[src/rtl/fifo_write_arbiter_if.sv]
`default_nettype none
// ============================================================================
// Module      : fifo_write_arbiter_if
// Description : Producer request/data/grant bundle plus the FIFO write port
//               shared by fifo_write_arbiter.
// Revision    : 1.0 - initial release
// ============================================================================
interface fifo_write_arbiter_if #(
    parameter int NREQ = 4,
    parameter int DW   = 8,
    parameter int CW   = 7
);
    logic [NREQ-1:0]    req;
    logic [NREQ*DW-1:0] data_in;
    logic [NREQ-1:0]    gnt;
    logic [NREQ-1:0]    ack;
    logic               fifo_wr_en;
    logic [DW-1:0]      fifo_buf_in;
    logic [CW-1:0]      fifo_counter;
    logic               busy;

    modport master (
        output req, data_in, fifo_counter,
        input  gnt, ack, fifo_wr_en, fifo_buf_in, busy
    );

    modport slave (
        input  req, data_in, fifo_counter,
        output gnt, ack, fifo_wr_en, fifo_buf_in, busy
    );
endinterface
`default_nettype wire

[src/rtl/fifo_write_arbiter.sv]
`default_nettype none
// ============================================================================
// Module      : fifo_write_arbiter
// Description : Round-robin burst arbiter sharing one FIFO write port among
//               NREQ producers. Define FIFO_ARB_PRIO_EN to make requester 0
//               a fixed high-priority requester.
// Revision    : 1.0 - initial release
// ============================================================================
module fifo_write_arbiter #(
    parameter int NREQ      = 4,
    parameter int DW        = 8,
    parameter int DEPTH     = 64,
    parameter int CW        = 7,
    parameter int BURST_LEN = 4
) (
    input  logic                clk,
    input  logic                rst,
    fifo_write_arbiter_if.slave bus
);
    localparam int c_idx_w  = (NREQ > 1) ? $clog2(NREQ) : 1;
    localparam int c_beat_w = 5;
`ifdef FIFO_ARB_PRIO_EN
    localparam bit c_prio = 1'b1;
`else
    localparam bit c_prio = 1'b0;
`endif

    typedef enum logic [0:0] {
        S_IDLE  = 1'b0,
        S_GRANT = 1'b1
    } state_t;

    state_t                r_state, w_state_nxt;
    logic [NREQ-1:0]       r_gnt, w_gnt_nxt;
    logic [c_idx_w-1:0]    r_gnt_idx, w_gnt_idx_nxt;
    logic [c_idx_w-1:0]    r_last_gnt, w_last_nxt;
    logic [c_beat_w-1:0]   r_beat_cnt, w_beat_nxt;
    logic                  r_wr_en, w_wr_en_nxt;
    logic [DW-1:0]         r_buf_in, w_buf_nxt;

    logic [CW:0]           w_occ;
    logic                  w_space;
    logic                  w_req_g;
    logic                  w_ack_g;
    logic [DW-1:0]         w_sel_data;
    logic                  w_pick_vld;
    logic                  w_pick_upd;
    logic [c_idx_w-1:0]    w_pick;
    int                    w_scan;
    logic [c_idx_w-1:0]    w_scan_idx;

    // The registered write is not yet reflected in the counter, so count it.
    assign w_occ   = {1'b0, bus.fifo_counter} + {{CW{1'b0}}, r_wr_en};
    assign w_space = (w_occ < (CW+1)'(DEPTH));
    assign w_req_g = bus.req[r_gnt_idx];
    assign w_ack_g = (r_state == S_GRANT) && w_req_g && w_space;

    assign bus.ack         = r_gnt & {NREQ{w_ack_g}};
    assign bus.gnt         = r_gnt;
    assign bus.fifo_wr_en  = r_wr_en;
    assign bus.fifo_buf_in = r_buf_in;
    assign bus.busy        = (r_state == S_GRANT);

    always_comb begin
        w_sel_data = '0;
        for (int i = 0; i < NREQ; i++) begin
            if (r_gnt_idx == c_idx_w'(i)) begin
                w_sel_data = bus.data_in[i*DW +: DW];
            end
        end
    end

    // Scan starts just after the last grant; in priority mode index 0 is
    // handled separately and never moves the round-robin pointer.
    always_comb begin
        w_pick_vld = 1'b0;
        w_pick_upd = 1'b1;
        w_pick     = '0;
        w_scan     = 0;
        w_scan_idx = '0;
        for (int k = 1; k <= NREQ; k++) begin
            w_scan = int'(r_last_gnt) + k;
            if (w_scan >= NREQ) begin
                w_scan = w_scan - NREQ;
            end
            w_scan_idx = c_idx_w'(w_scan);
            if (!w_pick_vld && bus.req[w_scan_idx] && (!c_prio || w_scan != 0)) begin
                w_pick_vld = 1'b1;
                w_pick     = w_scan_idx;
            end
        end
        if (c_prio && bus.req[0]) begin
            w_pick_vld = 1'b1;
            w_pick     = '0;
            w_pick_upd = 1'b0;
        end
    end

    always_comb begin
        w_state_nxt   = r_state;
        w_gnt_nxt     = r_gnt;
        w_gnt_idx_nxt = r_gnt_idx;
        w_last_nxt    = r_last_gnt;
        w_beat_nxt    = r_beat_cnt;
        w_wr_en_nxt   = 1'b0;
        w_buf_nxt     = r_buf_in;
        case (r_state)
            S_IDLE: begin
                w_gnt_nxt = '0;
                if (w_pick_vld) begin
                    w_state_nxt   = S_GRANT;
                    w_gnt_nxt     = {{(NREQ-1){1'b0}}, 1'b1} << w_pick;
                    w_gnt_idx_nxt = w_pick;
                    w_beat_nxt    = '0;
                    if (w_pick_upd) begin
                        w_last_nxt = w_pick;
                    end
                end
            end
            S_GRANT: begin
                if (w_ack_g) begin
                    w_wr_en_nxt = 1'b1;
                    w_buf_nxt   = w_sel_data;
                    w_beat_nxt  = r_beat_cnt + 1'b1;
                end
                if (!w_req_g || (w_ack_g && r_beat_cnt == c_beat_w'(BURST_LEN-1))) begin
                    w_state_nxt = S_IDLE;
                    w_gnt_nxt   = '0;
                end
            end
            default: begin
                w_state_nxt = S_IDLE;
                w_gnt_nxt   = '0;
            end
        endcase
    end

    always_ff @(posedge clk) begin
        if (rst) begin
            r_state    <= S_IDLE;
            r_gnt      <= '0;
            r_gnt_idx  <= '0;
            r_last_gnt <= c_idx_w'(NREQ-1);
            r_beat_cnt <= '0;
            r_wr_en    <= 1'b0;
            r_buf_in   <= '0;
        end else begin
            r_state    <= w_state_nxt;
            r_gnt      <= w_gnt_nxt;
            r_gnt_idx  <= w_gnt_idx_nxt;
            r_last_gnt <= w_last_nxt;
            r_beat_cnt <= w_beat_nxt;
            r_wr_en    <= w_wr_en_nxt;
            r_buf_in   <= w_buf_nxt;
        end
    end
endmodule
`default_nettype wire

[src/flat_wrapper.sv]
// flat-port wrapper written by rule: the top's interface ports become plain ports
module fifo_write_arbiter_flat 
#(
    parameter int NREQ      = 4,
    parameter int DW        = 8,
    parameter int DEPTH     = 64,
    parameter int CW        = 7,
    parameter int BURST_LEN = 4
)
  (clk, rst, bus_req, bus_data_in, bus_fifo_counter, bus_gnt, bus_ack, bus_fifo_wr_en, bus_fifo_buf_in, bus_busy);
  fifo_write_arbiter_if #(.NREQ(NREQ), .DW(DW), .CW(CW)) bus_i ();
  input  logic clk;
  input  logic rst;
  input wire logic [$bits(bus_i.req)-1:0] bus_req;
  input wire logic [$bits(bus_i.data_in)-1:0] bus_data_in;
  input wire logic [$bits(bus_i.fifo_counter)-1:0] bus_fifo_counter;
  output wire logic [$bits(bus_i.gnt)-1:0] bus_gnt;
  output wire logic [$bits(bus_i.ack)-1:0] bus_ack;
  output wire logic [$bits(bus_i.fifo_wr_en)-1:0] bus_fifo_wr_en;
  output wire logic [$bits(bus_i.fifo_buf_in)-1:0] bus_fifo_buf_in;
  output wire logic [$bits(bus_i.busy)-1:0] bus_busy;
  assign bus_i.req = bus_req;
  assign bus_i.data_in = bus_data_in;
  assign bus_i.fifo_counter = bus_fifo_counter;
  assign bus_gnt = bus_i.gnt;
  assign bus_ack = bus_i.ack;
  assign bus_fifo_wr_en = bus_i.fifo_wr_en;
  assign bus_fifo_buf_in = bus_i.fifo_buf_in;
  assign bus_busy = bus_i.busy;
  fifo_write_arbiter #(.NREQ(NREQ), .DW(DW), .DEPTH(DEPTH), .CW(CW), .BURST_LEN(BURST_LEN)) u_core (.clk(clk), .rst(rst), .bus(bus_i));
endmodule
[config.mk]
export PLATFORM = sky130hd
export DESIGN_NAME = fifo_write_arbiter_flat
export DESIGN_NICKNAME = d
export VERILOG_FILES = /design/src/rtl/fifo_write_arbiter_if.sv /design/src/rtl/fifo_write_arbiter.sv /design/src/flat_wrapper.sv
export SDC_FILE = /design/constraint.sdc
export NUM_CORES = 1
export LEC_CHECK = 0
export CAP_MARGIN = 20
export CELL_PAD_IN_SITES_DETAIL_PLACEMENT = 0
export CELL_PAD_IN_SITES_GLOBAL_PLACEMENT = 1
export CORE_ASPECT_RATIO = 0.8
export CORE_MARGIN = 4
export CORE_UTILIZATION = 29
export CTS_CLUSTER_DIAMETER = 200
export DETAILED_ROUTE_END_ITERATION = 8
export PLACE_DENSITY = 0.85
export SYNTH_ARGS = -nofsm -noshare
export SYNTH_HDL_FRONTEND = slang
export SYNTH_SLANG_ARGS = --single-unit
[constraint.sdc]
create_clock -name clk -period 2.05 [get_ports clk]
set_clock_uncertainty 0.2 [all_clocks]
set_input_delay 0.3075 -clock clk [delete_from_list [all_inputs] [get_ports clk]]
set_output_delay 0.3075 -clock clk [all_outputs]
set_load 0.05 [all_outputs]
* Word-level counts from Yosys, hierarchy flattened
Index checks and enable logic that the tools add are counted.
Storage, ports and cells: output and inout port bits 18, memories 0, word-level logic and storage cells 89, bits in writable memories 0, register bits 23, input port bits 45, latch bits 0, ROM bits 0
Operators by class: magnitude comparators 10, shift operators 1, divide/modulo/power cells 0, bitwise gates (word level) 2, muxes and demuxes 36, reductions and logical operators 16, add/sub/neg operators 10, equality and inequality tests 7, multiply operators 0
Operator list (number):
- two-way mux 8 bit | 4
- two-way mux 2 bit | 8
- less-than comparator 2 x 3 -> 1 bit (second input constant) | 5
- two-way mux 1 bit | 12
- binary-select mux 1 bit (select 2 bit) | 5
- two-way mux 5 bit | 2
- one-hot mux 5 bit (2 select lines) | 1
- greater-or-equal comparator 3 bit (second input constant) | 3
- adder 7 x 1 -> 8 bit | 1
- less-than comparator 8 x 7 -> 1 bit (second input constant) | 1
- two-way mux 4 bit | 2
- one-hot mux 4 bit (2 select lines) | 1
- subtractor 2 x 1 -> 2 bit (second input constant) | 4
- adder 2 x 2 -> 3 bit (second input constant) | 2
- logical AND 1 bit | 6
- AND reduction 2 bit | 3
- adder 5 x 1 -> 5 bit (second input constant) | 1
- equality test 5 x 2 -> 1 bit (second input constant) | 1
- adder 2 x 3 -> 4 bit (second input constant) | 1
- bitwise AND 4 bit | 1
- equality test 2 bit (second input constant) | 2
- greater-or-equal comparator 4 x 3 -> 1 bit (second input constant) | 1
- zero test 1 bit | 4
- inequality test 2 bit (second input constant) | 2
- 9 further kinds | 9

* Logic depth before layout (Yosys ltp)
depth in word-level cells 18, mapped depth 6, mapped depth without buffers 5

* Worst setup path after synthesis
OpenSTA, ideal clock, no wires.
kind reg2out, start point register u_core.r_state, in the netlist u_core.bus.busy, end point output port bus_ack[0], path slack -0.250 ns, stages on the path, launching flop included 4, data required time 1.542 ns, path buffers 1, data arrival time 1.793 ns, cells stage by stage dfxtp_1 > o2111ai_4 > buf_6 > nor2_1
On the way: longest elaborated chain between the ends 3
RTL lines:
- from (decl) | RTL line fifo_write_arbiter.sv:33 | state_t r_state, w_state_nxt;
- from (signal assigned) | RTL line fifo_write_arbiter.sv:148 | r_state <= w_state_nxt;
- logical AND 1 bit (2 in a row) | RTL line fifo_write_arbiter.sv:56 | assign w_ack_g = (r_state == S_GRANT) && w_req_g && w_space;
- bitwise AND 4 bit | RTL line fifo_write_arbiter.sv:58 | assign bus.ack = r_gnt & {NREQ{w_ack_g}};
- to (decl) | RTL line flat_wrapper.sv:18 | output wire logic [$bits(bus_i.ack)-1:0] bus_ack;
Every way passes these cells.

* Final worst setup path
start point register u_core.r_gnt_idx[1], end point output port bus_ack[2]
On the way: longest elaborated chain between the ends 5
RTL lines:
- from (decl) | RTL line fifo_write_arbiter.sv:35 | logic [c_idx_w-1:0] r_gnt_idx, w_gnt_idx_nxt;
- from (signal assigned) | RTL line fifo_write_arbiter.sv:150 | r_gnt_idx <= w_gnt_idx_nxt;
- binary-select mux 1 bit (select 2 bit) | RTL line fifo_write_arbiter.sv:55 | assign w_req_g = bus.req[r_gnt_idx];
- two-way mux 1 bit (not written as such) | RTL line fifo_write_arbiter.sv:55
- logical AND 1 bit (2 in a row) | RTL line fifo_write_arbiter.sv:56
- bitwise AND 4 bit | RTL line fifo_write_arbiter.sv:58
Every way passes these cells. The select of a mux whose other input is x is not followed.

==> summary.txt <==
STA
  – Ratio of final minimum period to clock period: 103%
  – Final setup violating endpoints: 4
  – Highest achievable clock rate: 472 MHz
  – Sum of negative setup slack: -0.257 ns
  – Setup repair after global routing missed its margin: true
  – Worst max-slew margin expressed relative to the limit: 65.6%
  – Final Max Slew Viols: 0
  – Hold Slack: 0.296 ns
  – Period minus WS final: 2.12 ns
  – Slew at the pin closest to its max-slew limit: 0.514 ns
  – Hold Violations, Final: 0
  – Final worst slack: -0.0673 ns

Floorplanning
  – Core area: 0.00426 mm2
  – Die Footprint: 0.00561 mm2
  – Horiz. Die Dim: 82.7 um
  – Initial standard-cell utilization of the core: 30.5%
  – Top Ports: 63
  – Row cnt: 21
  – Chip height: 67.8 um

Power
  – IR Drop Worst-Case VDD: 0.270 mV
  – Final Power: 1200 uW
  – Reported leakage power: 0.000845 uW
  – Pwr dens: 541 mW/mm2

Worst setup path
  – Startpoint type of the worst setup path: flip-flop
  – Max incr delay on CP: 0.54 ns
  – Gate family responsible for the most delay along the worst path: multiplexers
  – Required time reported for the critical path endpoint: 1.54 ns
  – Crit. End Element: primary output
  – Crit path DAT: 1.61 ns
  – Combined buffer and inverter count along the critical path: 2
  – Largest fanout of any net on the critical path: 5
  – Slowest cell on crit path: sky130_fd_sc_hd__mux4_2
  – Setup CP Type: reg2out
  – Worst-path cell chain: mux4_2, o2111ai_4, buf_12, nor2_4, buf_12
  – Crit-path most repeated cell: sky130_fd_sc_hd__buf_12

Yosys
  – Register bit total from synthesis: 23
  – Number of unique standard cell types used by synthesis: 33
  – Leading register cell type out of synthesis: sky130_fd_sc_hd__dfxtp_1
  – Synth Area in Compound Gates: 15.3%
  – Syn Std Cell Area: 0.00130 mm2
  – Syn Nets: 173
  – Number of warning messages in the yosys log: 0
  – Main combinational cell family by area after synthesis: multiplexers
  – Average size of a mapped cell: 10.2 um2
  – Area share of fa/ha/maj cells after synthesis: 0.965%
  – Multiplexer share of the synthesized area: 24.9%
  – Post-Syn Instances: 127
  – XOR/XNOR Fraction of Synth Area: 0%
  – Portion of the post-synthesis area used by sequential elements: 35.5%
  – EDFF count, synth: 0
  – Share of synthesized flip-flops with an asynchronous set or reset: 0%
  – Simple-gate portion of the synthesized area: 16.3%

GRT
  – Maximum number of pins on one net before global-route repair: 24
  – Wire length of the first global-routing pass: 5.24 mm
  – Vias in the first global route: 1173
  – Number of antenna violations at the first check in global routing: 0
  – Aggregate global routing overflow: 0
  – Total Routing Usage GR: 12.4%

Layout
  – Number of nets at the end of the flow: 250
  – Leading cell types in the layout, fill and taps excluded: 53 x sky130_fd_sc_hd__clkdlybuf4s50_1, 21 x sky130_fd_sc_hd__dfxtp_1, 16 x sky130_fd_sc_hd__buf_4
  – Area growth from synthesis to final layout: 71.1%
  – Filler cell count: 407
  – Non-filler instance count after layout: 260
  – Number of diodes: 0
  – Fraction of final layout cells sized beyond drive strength 1: 19.2%
  – Area of the multi-input gates: 782 um2
  – Most common cell after layout, fill and taps aside: sky130_fd_sc_hd__clkdlybuf4s50_1
  – Sequential cell area: 463 um2

Flow run
  – Max-cap viol count: 0

Detailed routing
  – Total number of vias: 1264
  – DRC violation total after the first TritonRoute iteration: 48
  – Drt total wl: 3.42 mm
  – DRC violations left: 0
  – Detailed-route wire length per cell: 13.1 um
  – Vias per inst: 4.86
  – Met2 wire length: 1.55 mm
  – Met1 routed wirelength after detailed routing: 1.47 mm
  – Routed length on met3: 377 um
  – Highest metal used: met4
  – Number of antenna-violating nets in the routed design: 0
  – 1st-pass router iterations: 4

Clock tree
  – TritonCTS buffer count: 3
  – Count of H-tree levels built during CTS: 1
  – TritonCTS sink count: 23
  – Insertion delay to the later sink of the worst-skew pair: 0.26 ns
  – Worst-case clock buffer depth: 2
  – Clock root buffer: sky130_fd_sc_hd__clkbuf_8
  – TritonCTS clock tree: built
  – Clock transition at the registers of the reported paths: 0.08 ns

Worst hold path
  – Tightest Hold Check Type: reg2reg

Run status
  – Failing checks: setup timing
  – Result of the run: finished with violations

Placement
  – Port Buf Inserts: 62
  – Placer Congestion: 0.783
  – Inst Count DP: 253
  – Half-perimeter wire length after detailed placement: 2.73 mm
-- Yosys cell counts (3+ instances only) --
| cell | n | area, um2 |
|---|---|---|
| sky130_fd_sc_hd__mux4_1 | 8 | 210 |
| sky130_fd_sc_hd__buf_6 | 4 | 45.0 |
| sky130_fd_sc_hd__nand2_1 | 3 | 11.3 |
| sky130_fd_sc_hd__dfxtp_1 | 23 | 460 |
| sky130_fd_sc_hd__clkbuf_1 | 3 | 11.3 |
| sky130_fd_sc_hd__mux2i_1 | 9 | 90.1 |
| sky130_fd_sc_hd__or3_1 | 3 | 18.8 |
| sky130_fd_sc_hd__or2_1 | 3 | 18.8 |
| sky130_fd_sc_hd__inv_1 | 8 | 30.0 |
| sky130_fd_sc_hd__nand3_1 | 6 | 30.0 |
| sky130_fd_sc_hd__nand2b_1 | 5 | 31.3 |
| sky130_fd_sc_hd__nor2_1 | 17 | 63.8 |
| sky130_fd_sc_hd__o32ai_1 | 4 | 35.0 |
| sky130_fd_sc_hd__a21oi_1 | 8 | 40.0 |
-- kinds of logic after synthesis --
family | count (synthesis)
AO/OA/AOI/OAI | 27
AND/OR/NAND/NOR | 42
flip-flops | 23
multiplexers | 18
buffers and inverters | 16
adder cells (fa/ha/maj) | 1
-- final cells by class --
class                      count  share of cell area [%]
clock buffer                   3                    1.86
clock inverter                 1                   0.226
inverter                       8                    1.35
multi-input combinational     88                    35.3
sequential                    23                    20.9
tap                           57                    3.21
timing repair buffer          80                    37.2
-- worst paths after layout --
kind | cells past startpoint | startpoint | to | slack (ns)
setup / recovery | 5 | u_core.r_gnt_idx[1] | bus_ack[2] | -0.07
hold / removal | 2 | u_core.bus.gnt[2] | u_core.bus.gnt[2] | 0.30
setup reg to reg | 7 | u_core.r_gnt_idx[1] | u_core.bus.fifo_buf_in[3] | 0.01
hold reg to reg | 2 | u_core.bus.gnt[2] | u_core.bus.gnt[2] | 0.30
-- tightest hold or removal path, cell delays in order (launching register included) --
cell and delay, ns:
sky130_fd_sc_hd__dfxtp_1 0.32, sky130_fd_sc_hd__nand2b_1 0.07, sky130_fd_sc_hd__o32ai_1 0.06
-- timing repair --
action                                  4_1_cts  5_1_grt
endpoints found under the setup margin        4       11
pin swaps                                     2        2
gates cloned                                  0        1
gates resized for setup                      10        3
hold buffers                                  0        0
buffers inserted                              2        0
-- flip-flops by register name, summed over array words and instances (netlist names) --
name / count
u_core.bus.busy: 1
u_core.r_gnt_idx: 2
u_core.bus.fifo_wr_en: 1
u_core.r_beat_cnt: 5
u_core.bus.fifo_buf_in: 8
u_core.r_last_gnt: 2
u_core.bus.gnt: 4
-- metal layers --
metal / GRT usage [%] / up-vias
li1: - / 629
met1: 15.9 / 576
met2: 20.1 / 57
met3: 3.73 / 2
met4: 3.67 / 0
met5: 0 / -
-- per-stage QoR --
step / util [%] / worst slack [ns] / area (um2)
floorplan: - / 0.0453 / 1310
global placement: 49.1 / -0.186 / 2090
detailed placement: 49.1 / -0.242 / 2090
CTS: 51.3 / -0.0609 / 2180
global route: 52.1 / -0.106 / 2220
finish: 52.1 / -0.0673 / 2220
-- power breakdown --
part	leakage [uW]	total (uW)	internal, uW	switching [uW]
sequential	0.000188	503	476	27.1
clock	0.0000255	278	136	143
combinational	0.000631	419	228	191
total	0.000845	1200	839	361
No activity file was read; power rests on OpenSTA's default activity.
